==> src/rtl/sp_rom_arbiter.sv <==
// sp_rom_arbiter
// Round-robin arbiter sharing one synchronous single-port ROM (1-cycle
// registered read) between NUM_REQ requesters. Supports lock (burst)
// ownership so one requester can stream reads without interleaving.
//
// Ports:
//   clk        rising-edge clock
//   rst        synchronous active-high reset
//   req_valid  per-requester read request
//   req_lock   per-requester keep-grant, sampled with an accepted beat
//   req_addr   flattened addresses, requester i at [i*ADDR_WIDTH +: ADDR_WIDTH]
//   req_ready  one-hot grant (combinational, never without req_valid)
//   rsp_valid  one-hot response strobe
//   rsp_data   read data, 0 when no response
//   rom_addr   ROM address (granted requester's address, else 0)
//   rom_dout   ROM read data
//
// Optional feature macro: SP_ROM_ARB_RSP_REG_EN
//   defined   -> extra output register, response latency 2 cycles
//   undefined -> response latency 1 cycle, rsp_data muxed from rom_dout
module sp_rom_arbiter #(
  parameter int NUM_REQ    = 4,
  parameter int ADDR_WIDTH = 12,
  parameter int DATA_WIDTH = 36
) (
  input  logic                          clk,
  input  logic                          rst,
  input  logic [NUM_REQ-1:0]            req_valid,
  input  logic [NUM_REQ-1:0]            req_lock,
  input  logic [NUM_REQ*ADDR_WIDTH-1:0] req_addr,
  output logic [NUM_REQ-1:0]            req_ready,
  output logic [NUM_REQ-1:0]            rsp_valid,
  output logic [DATA_WIDTH-1:0]         rsp_data,
  output logic [ADDR_WIDTH-1:0]         rom_addr,
  input  logic [DATA_WIDTH-1:0]         rom_dout
);

  localparam int PW = (NUM_REQ > 1) ? $clog2(NUM_REQ) : 1;

  typedef enum logic {ARB, LOCKED} state_e;

  state_e              state_q, state_d;
  logic [PW-1:0]       ptr_q, ptr_d;
  logic [PW-1:0]       owner_q, owner_d;
  logic [NUM_REQ-1:0]  gnt;
  logic [NUM_REQ-1:0]  tag_q;
  logic [PW-1:0]       idx, sel;
  logic                found;
  logic [DATA_WIDTH-1:0] rsp_gated;

  // Grant / next-state logic. Everything is suppressed while rst is high so
  // no beat can be accepted during reset.
  always_comb begin
    gnt     = '0;
    state_d = state_q;
    ptr_d   = ptr_q;
    owner_d = owner_q;
    found   = 1'b0;
    sel     = '0;
    idx     = '0;
    if (!rst) begin
      case (state_q)
        ARB: begin
          // first valid requester at or after ptr, wrapping modulo NUM_REQ
          for (int k = 0; k < NUM_REQ; k++) begin
            idx = PW'((int'(ptr_q) + k) % NUM_REQ);
            if (!found && req_valid[idx]) begin
              found = 1'b1;
              sel   = idx;
            end
          end
          if (found) begin
            gnt[sel] = 1'b1;
            ptr_d    = PW'((int'(sel) + 1) % NUM_REQ);
            if (req_lock[sel]) begin
              state_d = LOCKED;
              owner_d = sel;
            end
          end
        end
        LOCKED: begin
          // owner dropping valid releases the lock with no grant this cycle
          if (req_valid[owner_q]) begin
            gnt[owner_q] = 1'b1;
            if (!req_lock[owner_q]) begin
              state_d = ARB;
              ptr_d   = PW'((int'(owner_q) + 1) % NUM_REQ);
            end
          end else begin
            state_d = ARB;
            ptr_d   = PW'((int'(owner_q) + 1) % NUM_REQ);
          end
        end
        default: state_d = ARB;
      endcase
    end
  end

  assign req_ready = gnt;

  always_comb begin
    rom_addr = '0;
    for (int i = 0; i < NUM_REQ; i++) begin
      if (gnt[i]) rom_addr = req_addr[i*ADDR_WIDTH +: ADDR_WIDTH];
    end
  end

  // tag_q lines up with the ROM's registered read: it names the owner of
  // rom_dout in the cycle after acceptance.
  always_ff @(posedge clk) begin
    if (rst) begin
      state_q <= ARB;
      ptr_q   <= '0;
      owner_q <= '0;
      tag_q   <= '0;
    end else begin
      state_q <= state_d;
      ptr_q   <= ptr_d;
      owner_q <= owner_d;
      tag_q   <= gnt;
    end
  end

  assign rsp_gated = (|tag_q) ? rom_dout : '0;

`ifdef SP_ROM_ARB_RSP_REG_EN
  logic [NUM_REQ-1:0]    rsp_valid_q;
  logic [DATA_WIDTH-1:0] rsp_data_q;

  always_ff @(posedge clk) begin
    if (rst) begin
      rsp_valid_q <= '0;
      rsp_data_q  <= '0;
    end else begin
      rsp_valid_q <= tag_q;
      rsp_data_q  <= rsp_gated;
    end
  end

  assign rsp_valid = rsp_valid_q;
  assign rsp_data  = rsp_data_q;
`else
  assign rsp_valid = tag_q;
  assign rsp_data  = rsp_gated;
`endif

endmodule

==> config.mk <==
export PLATFORM = sky130hd
export DESIGN_NAME = sp_rom_arbiter
export DESIGN_NICKNAME = d
export VERILOG_FILES = /design/src/rtl/sp_rom_arbiter.sv
export SDC_FILE = /design/constraint.sdc
export NUM_CORES = 1
export LEC_CHECK = 0
export BUFFER_PORTS_ARGS = -buffer_cell sky130_fd_sc_hd__buf_2
export CAP_MARGIN = 20
export CORE_MARGIN = 4
export CORE_UTILIZATION = 32
export DETAILED_ROUTE_END_ITERATION = 16
export PLACE_DENSITY = 0.77
export SETUP_SLACK_MARGIN = 0.3
export SYNTH_ARGS = -nofsm -noshare
export SYNTH_HDL_FRONTEND = slang
export SYNTH_SLANG_ARGS = --single-unit
==> constraint.sdc <==
create_clock -name clk -period 1.9 [get_ports clk]
set_input_delay 0.095 -clock clk [delete_from_list [all_inputs] [get_ports clk]]
set_output_delay 0.095 -clock clk [all_outputs]
set_load 0.05 [all_outputs]
# After elaboration in Yosys (flattened, before gate mapping)
# Cells that the tools add are included.
[word_totals]
reg_bits = 9
latchBits = 0
mem_bits_rw = 0
mem_bits_ro = 0
in_bits = 94
out_inout_bits = 56
elab_cells = 85
memories = 0
[op_classes]
n_addsub = 5
mul = 0
div_mod_pow = 0
magnitude_cmp = 8
eq_ne = 2
shifts = 0
mux = 54
bitwise_logic = 1
reduce_logical = 11
[op_table]
columns = ["operator", "n"]
rows = [
  ["$mux W12", 4],
  ["$mux W36", 1],
  ["$mux W1", 25],
  ["$lt A2 B3 Y1 const B", 6],
  ["$mux W2", 9],
  ["$bmux W1 S2", 7],
  ["$mux W4", 3],
  ["$pmux W4 S2", 1],
  ["$add A2 B1 Y2 const B", 3],
  ["$logic_and A1 B1 Y1", 5],
  ["$add A2 B2 Y2 const B", 2],
  ["$demux W1 S2", 2],
  ["$ge A2 B1 Y1 const B", 2],
  ["$pmux W2 S2", 1],
  ["$reduce_or A4 Y1", 1],
  ["$logic_not A1 Y1", 3],
  ["$ne A3 B3 Y1 const B", 1],
  ["$reduce_and A3 Y1", 1],
  ["$ne A2 B2 Y1 const B", 1],
  ["$pmux W1 S2", 1],
  ["$reduce_and A2 Y1", 1],
  ["$not A1 Y1", 1],
]

# Logic depth before layout (Yosys ltp)
# Gate-level depths: netlist of the first run.
[depth]
ltp_word = 31
depth_mapped = 9
mapped_depth_nobuf = 6

# Worst setup path after synthesis of the first run
# Ideal clock, no wire load.
[synth_timing]
path_type = "reg-to-output"
startpoint = "register owner_q[0]"
endpoint = "output port rom_addr[2]"
arrival_time_ns = 2.366
required_ns = 1.805
setup_slack_ns = -0.561
path_stages_with_launch = 8
path_buffers = 2
path_cell_list = "dfxtp_1 -> clkbuf_1 -> nand2_1 -> nor3_1 -> a21o_1 -> buf_2 -> a221oi_1 -> a21oi_1"
[synth_via]
elab_cells_between_ends = 14
classes_between = "2 x order compare; 11 x mux; 1 x reduce/logical"
[synth_lines]
columns = ["item", "line_no", "source"]
rows = [
  ["from (decl)", "44", "logic [PW-1:0] owner_q, owner_d;"],
  ["from (signal assigned)", "119", "owner_q <= owner_d;"],
  ["$lt A2 B3 Y1 (not written as such) / $ge A2 B1 Y1 (equally long branches)", "84", "gnt[owner_q] = 1'b1;"],
  ["$logic_and A1 B1 Y1 (not written as such)", "84", ""],
  ["$mux W1 (not written as such)", "84", ""],
  ["$demux W1 S2", "84", ""],
  ["$mux W4 (*)", "83", "if (req_valid[owner_q]) begin"],
  ["$pmux W4 S2 (*)", "62", "case (state_q)"],
  ["$mux W4 (*)", "61", "if (!rst) begin"],
  ["net req_ready[1]", "31", "output logic [NUM_REQ-1:0] req_ready,"],
  ["$mux W12 (*) (3 in a row)", "104", "if (gnt[i]) rom_addr = req_addr[i*ADDR_WIDTH +: ADDR_WIDTH];"],
  ["to (decl)", "34", "output logic [ADDR_WIDTH-1:0] rom_addr,"],
]
# The timed path passes the listed nets; every way through them passes the cells marked *. The select of a mux whose other input is x is not followed.

# Worst setup path in the final report of the first run
[layout_timing]
startpoint = "register ptr_q[1]"
endpoint = "output port rom_addr[9]"
[layout_via]
elab_chain_cells = 31
elab_cells_between_ends = 47
classes_between = "3 x add/sub; 2 x order compare; 35 x mux; 7 x reduce/logical"
[layout_rtl]
columns = ["item", "line_no", "source"]
rows = [
  ["from (decl)", "43", "logic [PW-1:0] ptr_q, ptr_d;"],
  ["from (signal assigned)", "118", "ptr_q <= ptr_d;"],
  ["$bmux W1 S2", "67", "if (!found && req_valid[idx]) begin"],
  ["$mux W1 (not written as such)", "67", ""],
  ["$mux W1", "67", ""],
  ["$mux W1", "62", ""],
  ["$mux W1", "61", ""],
  ["$logic_not A1 Y1", "67", ""],
  ["$logic_and A1 B1 Y1", "67", ""],
  ["$mux W1", "67", ""],
  ["[13 not listed]", "--", ""],
  ["$logic_and A1 B1 Y1 (not written as such)", "73", "gnt[sel] = 1'b1;"],
  ["$mux W1 (not written as such)", "73", ""],
  ["$demux W1 S2", "73", ""],
  ["$mux W4 (*)", "72", "if (found) begin"],
  ["$pmux W4 S2 (*)", "62", ""],
  ["$mux W4 (*)", "61", ""],
  ["$mux W12 (3 in a row)", "104", ""],
  ["$mux W12 (*)", "104", ""],
]
# Every way passes the cells marked *; elsewhere a longest branch is shown, timed or not. The select of a mux whose other input is x is not followed.

==> flow_summary_export.csv, run 1 <==
group,metric,value,unit
power_and_ir_drop,seqPwrFrac,6.9,%
critical_path,cp_top_family,"simple AND/OR/NAND/NOR gates",
yosys,yosys-mux-area-fraction,2.102,%
flow_run,cap_viol_max_count,0,
layout,drive_gt1_share,75.89,%
floorplanning,die_w,74.82,um
timing,drv_slew,0,
timing,tightest_slew,0.4471,ns
yosys,synth_warnings,0,
timing,timing.final.crit_share,120.5,%
power_and_ir_drop,intPower,0.001867,W
yosys,synth_top_area_cell,"nor2b_1",
timing,relSlewSlack,70.08,%
cts,cts_inserted_buffers,3,
placement,dp_hpwl,5630,um
yosys,synth_seq_cells,9,
timing,skew,0.003590,ns
cts,cts_num_sinks,9,
yosys,synth_fa_ha_area_share,0,%
yosys,yosys-top-cells-count,"nor2b_1, nand2_1, a21oi_1",
power_and_ir_drop,power.switching,0.002134,W
global_route,grt_max_degree,19,
cts,cts_root_buf,"clkbuf_8",
yosys,async_flop_share,0,%
floorplanning,coreArea,0.004324,mm2
yosys,synth_top_family_by_area,"compound AO/OA/AOI/OAI gates",
timing,hold_viol_final,0,
floorplanning,row_count,24,
critical_path,cp_max_fo,6,
critical_path,worst_ep_required_time,1.80,ns
floorplanning,dieHeight,74.82,um
floorplanning,start_util,33.04,%
critical_path,crit_buf_inv,2,
power_and_ir_drop,p_per_area,1100,mW/mm2
placement,routabilityCongestion,0.9246,
yosys,netlist.area_leader.share,15.76,%
yosys,syn_avg_cell_area,6.936,um2
drt,drt-initial-drc-count,66,
drt,drt_wl_total,8650,um
critical_path,crit_type,"reg -> out",
power_and_ir_drop,swShare,53.34,%
min_path,hold_class,"in -> reg",
timing,worst_slack,-0.3890,ns
drt,vias_per_cell,5.453,
global_route,antenna_found_initial,2,
global_route,track_usage,25.45,%
timing,min_period,2.289,ns
cts,htreeDepth,1,
cts,clk_latency,0.24,ns
floorplanning,ios,150,
global_route,overflow,0,
placement,port-buffer-count,149,
yosys,yosysUniqueCellTypes,34,
cts,clk_pin_slew_worst_paths,0.05,ns
yosys,synth-simple-area-share,31.61,%
critical_path,slowest_stage,"or3_4",
outcome,violations,"setup timing",
global_route,grt_first_pass_wirelength,11060,um
layout,nets,489,
yosys,synth_area,0.001429,mm2
global_route,grt_pass1_vias,2396,
drt,firstDrtPassIters,4,
drt,ant_nets,0,
drt,drc,0,
critical_path,worst_ep_arrival_time,2.19,ns
power_and_ir_drop,p_leak,1.676,nW
drt,vias,2443,
yosys,synth_cells,206,
timing,finalSetupViolations,17,
yosys,synth_compound_area_share,43.08,%
yosys,synth_ff_type,"dfxtp_1",
cts,clockBufferDepth,2,
floorplanning,die-area,0.005598,mm2
cts,cts_tree,"done",
power_and_ir_drop,ir_drop,625.8,uV
power_and_ir_drop,combPwrFrac,87.2,%
timing,hold-worst-slack,0.2137,ns
yosys,synth_xor_xnor_area_share,0.6130,%
critical_path,worstSetupEndpointType,"primary output",
timing,fmax,436.9,MHz
power_and_ir_drop,p_clk_share,6.0,%
critical_path,r2r_setup_slack,-0.05,ns
critical_path,crit_chain,"mux2i_1 > nor2_1 > or3_4 > and4_4 > buf_12 > a221oi_4 > a21oi_4 > buf_6",
layout,post-route-util,84.11,%
yosys,synthTopCellsByArea,"nor2b_1, dfxtp_1, a221oi_2",
critical_path,critPathMaxStageDelay,0.40,ns
yosys,synth-edff-count,0,
drt,post_drt_wl_per_cell,19.31,um
yosys,synth.most_common_cell,"nor2b_1",
critical_path,crit_path_start_kind,"register",
yosys,synth_fp_nets,300,
outcome,outcome,"finished with violations",
timing,rsz0062_at_grt,"true",
layout,area_growth,154.6,%
yosys,ys_seq_area_share,12.61,%
flip-flops by register name, summed over array words and instances (netlist names):
signal     cells
state_q        1
owner_q        2
ptr_q          2
rsp_valid      4
layout by cell type (no fill, tap or decap), types with 5 or more instances in the layout:
cell and n:
buf_2 98, buf_6 50, buf_4 44, nand2_1 25, nor2b_2 25, a21oi_4 12
a21o_1 12, nor2b_4 11, a221oi_4 10, o22ai_1 9, buf_12 7, nor2_1 6
a21oi_2 6, dfxtp_1 6, a21oi_1 5
layer usage:
| layer | vias to the layer above | share of wire (%) | GRT usage (%) |
|---|---|---|---|
| met5 | - | 0 | 0 |
| met4 | 0 | 3.0 | 9.091 |
| met2 | 145 | 57 | 52.22 |
| met3 | 25 | 8.4 | 4.806 |
| li1 | 1129 | - | - |
| met1 | 1144 | 31 | 24.50 |
worst register-to-register path, delay by kind of cell (launching register included):
family,cells,cell delay (ns)
compound gates,5,0.96
flops,1,0.36
buf+inv,3,0.36
mux,1,0.19
layout make-up:
type	count	area (um2)
Antenna cell	2	5.005
Clock buffer	4	45.04
Fill cell	247	686.9
Inverter	7	30.03
Multi-Input combinational cell	169	1659
Sequential cell	9	188.9
Tap cell	52	65.06
Timing Repair Buffer	205	1644
through the flow:
stage	power [W]	setup WS, ns	instance area [um2]	TNS (ns)	instances
floorplan	0.002241	-0.1019	1879	-1.057	206
global placement	0.002877	-0.1237	2907	-1.280	425
detailed placement	0.002909	-0.1888	2907	-1.740	425
CTS	0.003470	-0.3314	3216	-3.564	436
global route	0.004153	-0.4570	3637	-5.747	448
finish	0.004001	-0.3890	3637	-4.452	448
cell families (layout without fill, tap and decap cells):
family                    count (synthesis)  in the layout
other                                     0              2
AOI/OAI and AO/OA                        79             79
muxes                                     3              3
xor gates and xnor gates                  1              1
buffers and inverters                    28            216
DFF                                       9              9
and+or+nand+nor                          86             86
power by group through the flow:
stage	clock network, W	registers, W	logic (W)
6_report	0.000239	0.000274	0.00349
5_1_grt	0.000256	0.000279	0.00362
4_1_cts	0.000237	0.000268	0.00297
3_5_place_dp	0	0.000271	0.00264
3_3_place_gp	0	0.000269	0.00261
2_1_floorplan	0	0.000294	0.00195
final timing paths:
check                        start                      end  cells after the start
min                   req_valid[1]  rsp_valid[1]$_SDFF_PP0_                      2
max reg2reg  ptr_q[1]$_SDFFE_PP0P_       state_q$_SDFF_PP0_                      9
min reg2reg  ptr_q[0]$_SDFFE_PP0P_    ptr_q[0]$_SDFFE_PP0P_                      2
max          ptr_q[1]$_SDFFE_PP0P_              rom_addr[9]                      8
repair_timing:
item | CTS | global route
gates cloned | 2 | 4
buffers inserted | 5 | 6
endpoints found under the hold margin | 0 | 0
pin swaps | 19 | 11
setup endpoints to repair | 58 | 60
hold buffers | 0 | 0
gates resized for setup | 49 | 128
Note: power is estimated with default switching activity, not from simulation.
==> inputs of run 2 (changes only) <==
Settings changed: SKIP_CTS_REPAIR_TIMING set to 1.
==> run 2 against run 1 <==
The run still ends with setup timing left. Clock-buffer cell count did not move. Global-route usage fell by 2.7 points. First-iteration DRC count fell by 18%. Cell count fell by 1.1%. Hold slack got worse by 0.021 ns. Sequential cell count did not move. Final area fell by 6.5%. Total power fell by 7.5%. Utilization fell by 5.5 points. Sequential power fell by 2%. Combinational power fell by 8.6%.
==> flow_summary_export.csv, run 2 (synthesized netlist as in run 1, its figures left out) <==
group,metric,value,unit
min_path,hold_class,"in -> reg",
timing,fmax,436.6,MHz
timing,drv_slew,0,
floorplanning,ios,150,
timing,skew,0.0002830,ns
placement,routabilityCongestion,0.9246,
floorplanning,dieHeight,74.82,um
layout,area_growth,137.9,%
global_route,grt_pass1_vias,2207,
timing,finalSetupViolations,16,
layout,instances_no_fill,443,
floorplanning,start_util,33.04,%
timing,timing.final.crit_share,120.5,%
cts,cts_inserted_buffers,3,
timing,relSlewSlack,69.93,%
cts,cts_tree,"done",
power_and_ir_drop,p_clk_share,6.5,%
global_route,grt_first_pass_wirelength,9956,um
placement,placedCellCount,425,
layout,nets,484,
timing,fin_tns_setup,-4.378,ns
critical_path,crit_type,"reg -> out",
global_route,track_usage,22.73,%
global_route,overflow,0,
floorplanning,die-area,0.005598,mm2
drt,vias_per_cell,5.350,
drt,ant_nets,0,
layout,largest_register_ffs,4,
critical_path,r2r_end,"owner_q[0]$_SDFFE_PP0P_",
floorplanning,die_w,74.82,um
drt,drt-initial-drc-count,54,
cts,cts_root_buf,"clkbuf_8",
drt,drc,0,
placement,dp_hpwl,5630,um
timing,worst_slack,-0.3902,ns
cts,clk_pin_slew_worst_paths,0.05,ns
critical_path,worst_ep_required_time,1.80,ns
layout,mostFrequentLayoutCells,"buf_2, buf_6, buf_4",
drt,post_drt_wl_per_cell,17.35,um
timing,hold_viol_final,0,
drt,firstDrtPassIters,4,
power_and_ir_drop,p_leak,1.617,nW
power_and_ir_drop,combPwrFrac,86.3,%
layout,drive_gt1_share,73.01,%
placement,pre_cts_ws,-0.1888,ns
cts,htreeDepth,1,
min_path,holdPathStages,2,
global_route,antenna_found_initial,2,
drt,vias,2370,
min_path,hp-start,"req_valid[1]",
layout,fillers,294,
power_and_ir_drop,ir_drop,587.7,uV
critical_path,cp_max_fo,6,
outcome,outcome,"finished with violations",
power_and_ir_drop,seqPwrFrac,7.3,%
power_and_ir_drop,swShare,54.61,%
floorplanning,coreArea,0.004324,mm2
critical_path,reg2reg_from,"ptr_q[1]$_SDFFE_PP0P_",
cts,cts_num_sinks,9,
flow_run,cap_viol_max_count,0,
timing,min_period,2.290,ns
critical_path,worst_ep_arrival_time,2.20,ns
cts,clockBufferDepth,2,
critical_path,worstSetupEndpointType,"primary output",
power_and_ir_drop,power.switching,0.002022,W
cts,clk_latency,0.24,ns
drt,drt_wl_total,7688,um
floorplanning,row_count,24,
min_path,worstHoldEndpoint,"rsp_valid[1]$_SDFF_PP0_",
critical_path,worstRegToRegCells,8,
timing,rsz0062_at_grt,"true",
layout,post-route-util,78.62,%
layout,final_common_cell,"buf_2",
critical_path,crit_path_start_kind,"register",
global_route,grt_max_degree,37,
timing,tightest_slew,0.4469,ns
placement,port-buffer-count,149,
power_and_ir_drop,p_per_area,1089,mW/mm2
outcome,violations,"setup timing",
power_and_ir_drop,intPower,0.001681,W
critical_path,r2r_setup_slack,0.05,ns
-- run 2: layout make-up --
| class | count | area [um2] | area share [%] |
|---|---|---|---|
| Sequential cell | 9 | 182.7 | 5.374 |
| Multi-Input combinational cell | 169 | 1592 | 46.82 |
| Antenna cell | 2 | 5.005 | 0.1472 |
| Tap cell | 52 | 65.06 | 1.914 |
| Inverter | 7 | 30.03 | 0.8833 |
| Timing Repair Buffer | 200 | 1480 | 43.54 |
| Clock buffer | 4 | 45.04 | 1.325 |
-- run 2: power groups by stage --
| stage | clock network (W) | logic (W) | registers (W) |
|---|---|---|---|
| after floorplan | 0 | 0.00195 | 0.000294 |
| after global placement | 0 | 0.00261 | 0.000269 |
| after detailed placement | 0 | 0.00264 | 0.000271 |
| after CTS | 0.000237 | 0.00265 | 0.000267 |
| after global routing | 0.000257 | 0.00334 | 0.000275 |
| final | 0.000239 | 0.00319 | 0.000269 |
-- run 2: worst max-delay path by stage --
stage / start / endpoint / slack [ns] / depth (start not counted)
2_1_floorplan: ptr_q[1]$_SDFFE_PP0P_ / rom_addr[1] / -0.10 / 9
3_3_place_gp: ptr_q[1]$_SDFFE_PP0P_ / rom_addr[8] / -0.12 / 8
3_5_place_dp: ptr_q[1]$_SDFFE_PP0P_ / rom_addr[6] / -0.19 / 8
4_1_cts: ptr_q[1]$_SDFFE_PP0P_ / rom_addr[6] / -0.44 / 8
5_1_grt: ptr_q[1]$_SDFFE_PP0P_ / rom_addr[6] / -0.49 / 9
6_report: ptr_q[1]$_SDFFE_PP0P_ / rom_addr[6] / -0.39 / 8
-- run 2: per-stage QoR --
| stage | hold WS [ns] | instance area [um2] | total power, W |
|---|---|---|---|
| finish | 0.1930 | 3400 | 0.003702 |
| global route | 0.2069 | 3400 | 0.003868 |
| CTS | 0.1783 | 2952 | 0.003150 |
| detailed placement | 0.4246 | 2907 | 0.002909 |
| global placement | 0.4233 | 2907 | 0.002877 |
| floorplan | 0.2885 | 1879 | 0.002241 |
-- run 2: critical path: stages, from the launching register on --
cell and delay [ns]:
dfxtp_2 0.35, mux2i_1 0.22, nor2_1 0.07, or3_4 0.42
and4_4 0.20, buf_12 0.15, a221oi_4 0.28, a21oi_4 0.09
buf_6 0.16
-- run 2: layer usage --
metal	vias to the layer above	routed length (um)	track usage (%)
met4	0	191	8.300
met1	1109	2553	22.72
li1	1119	-	-
met5	-	0	0
met3	17	596	4.673
met2	125	4347	45.26
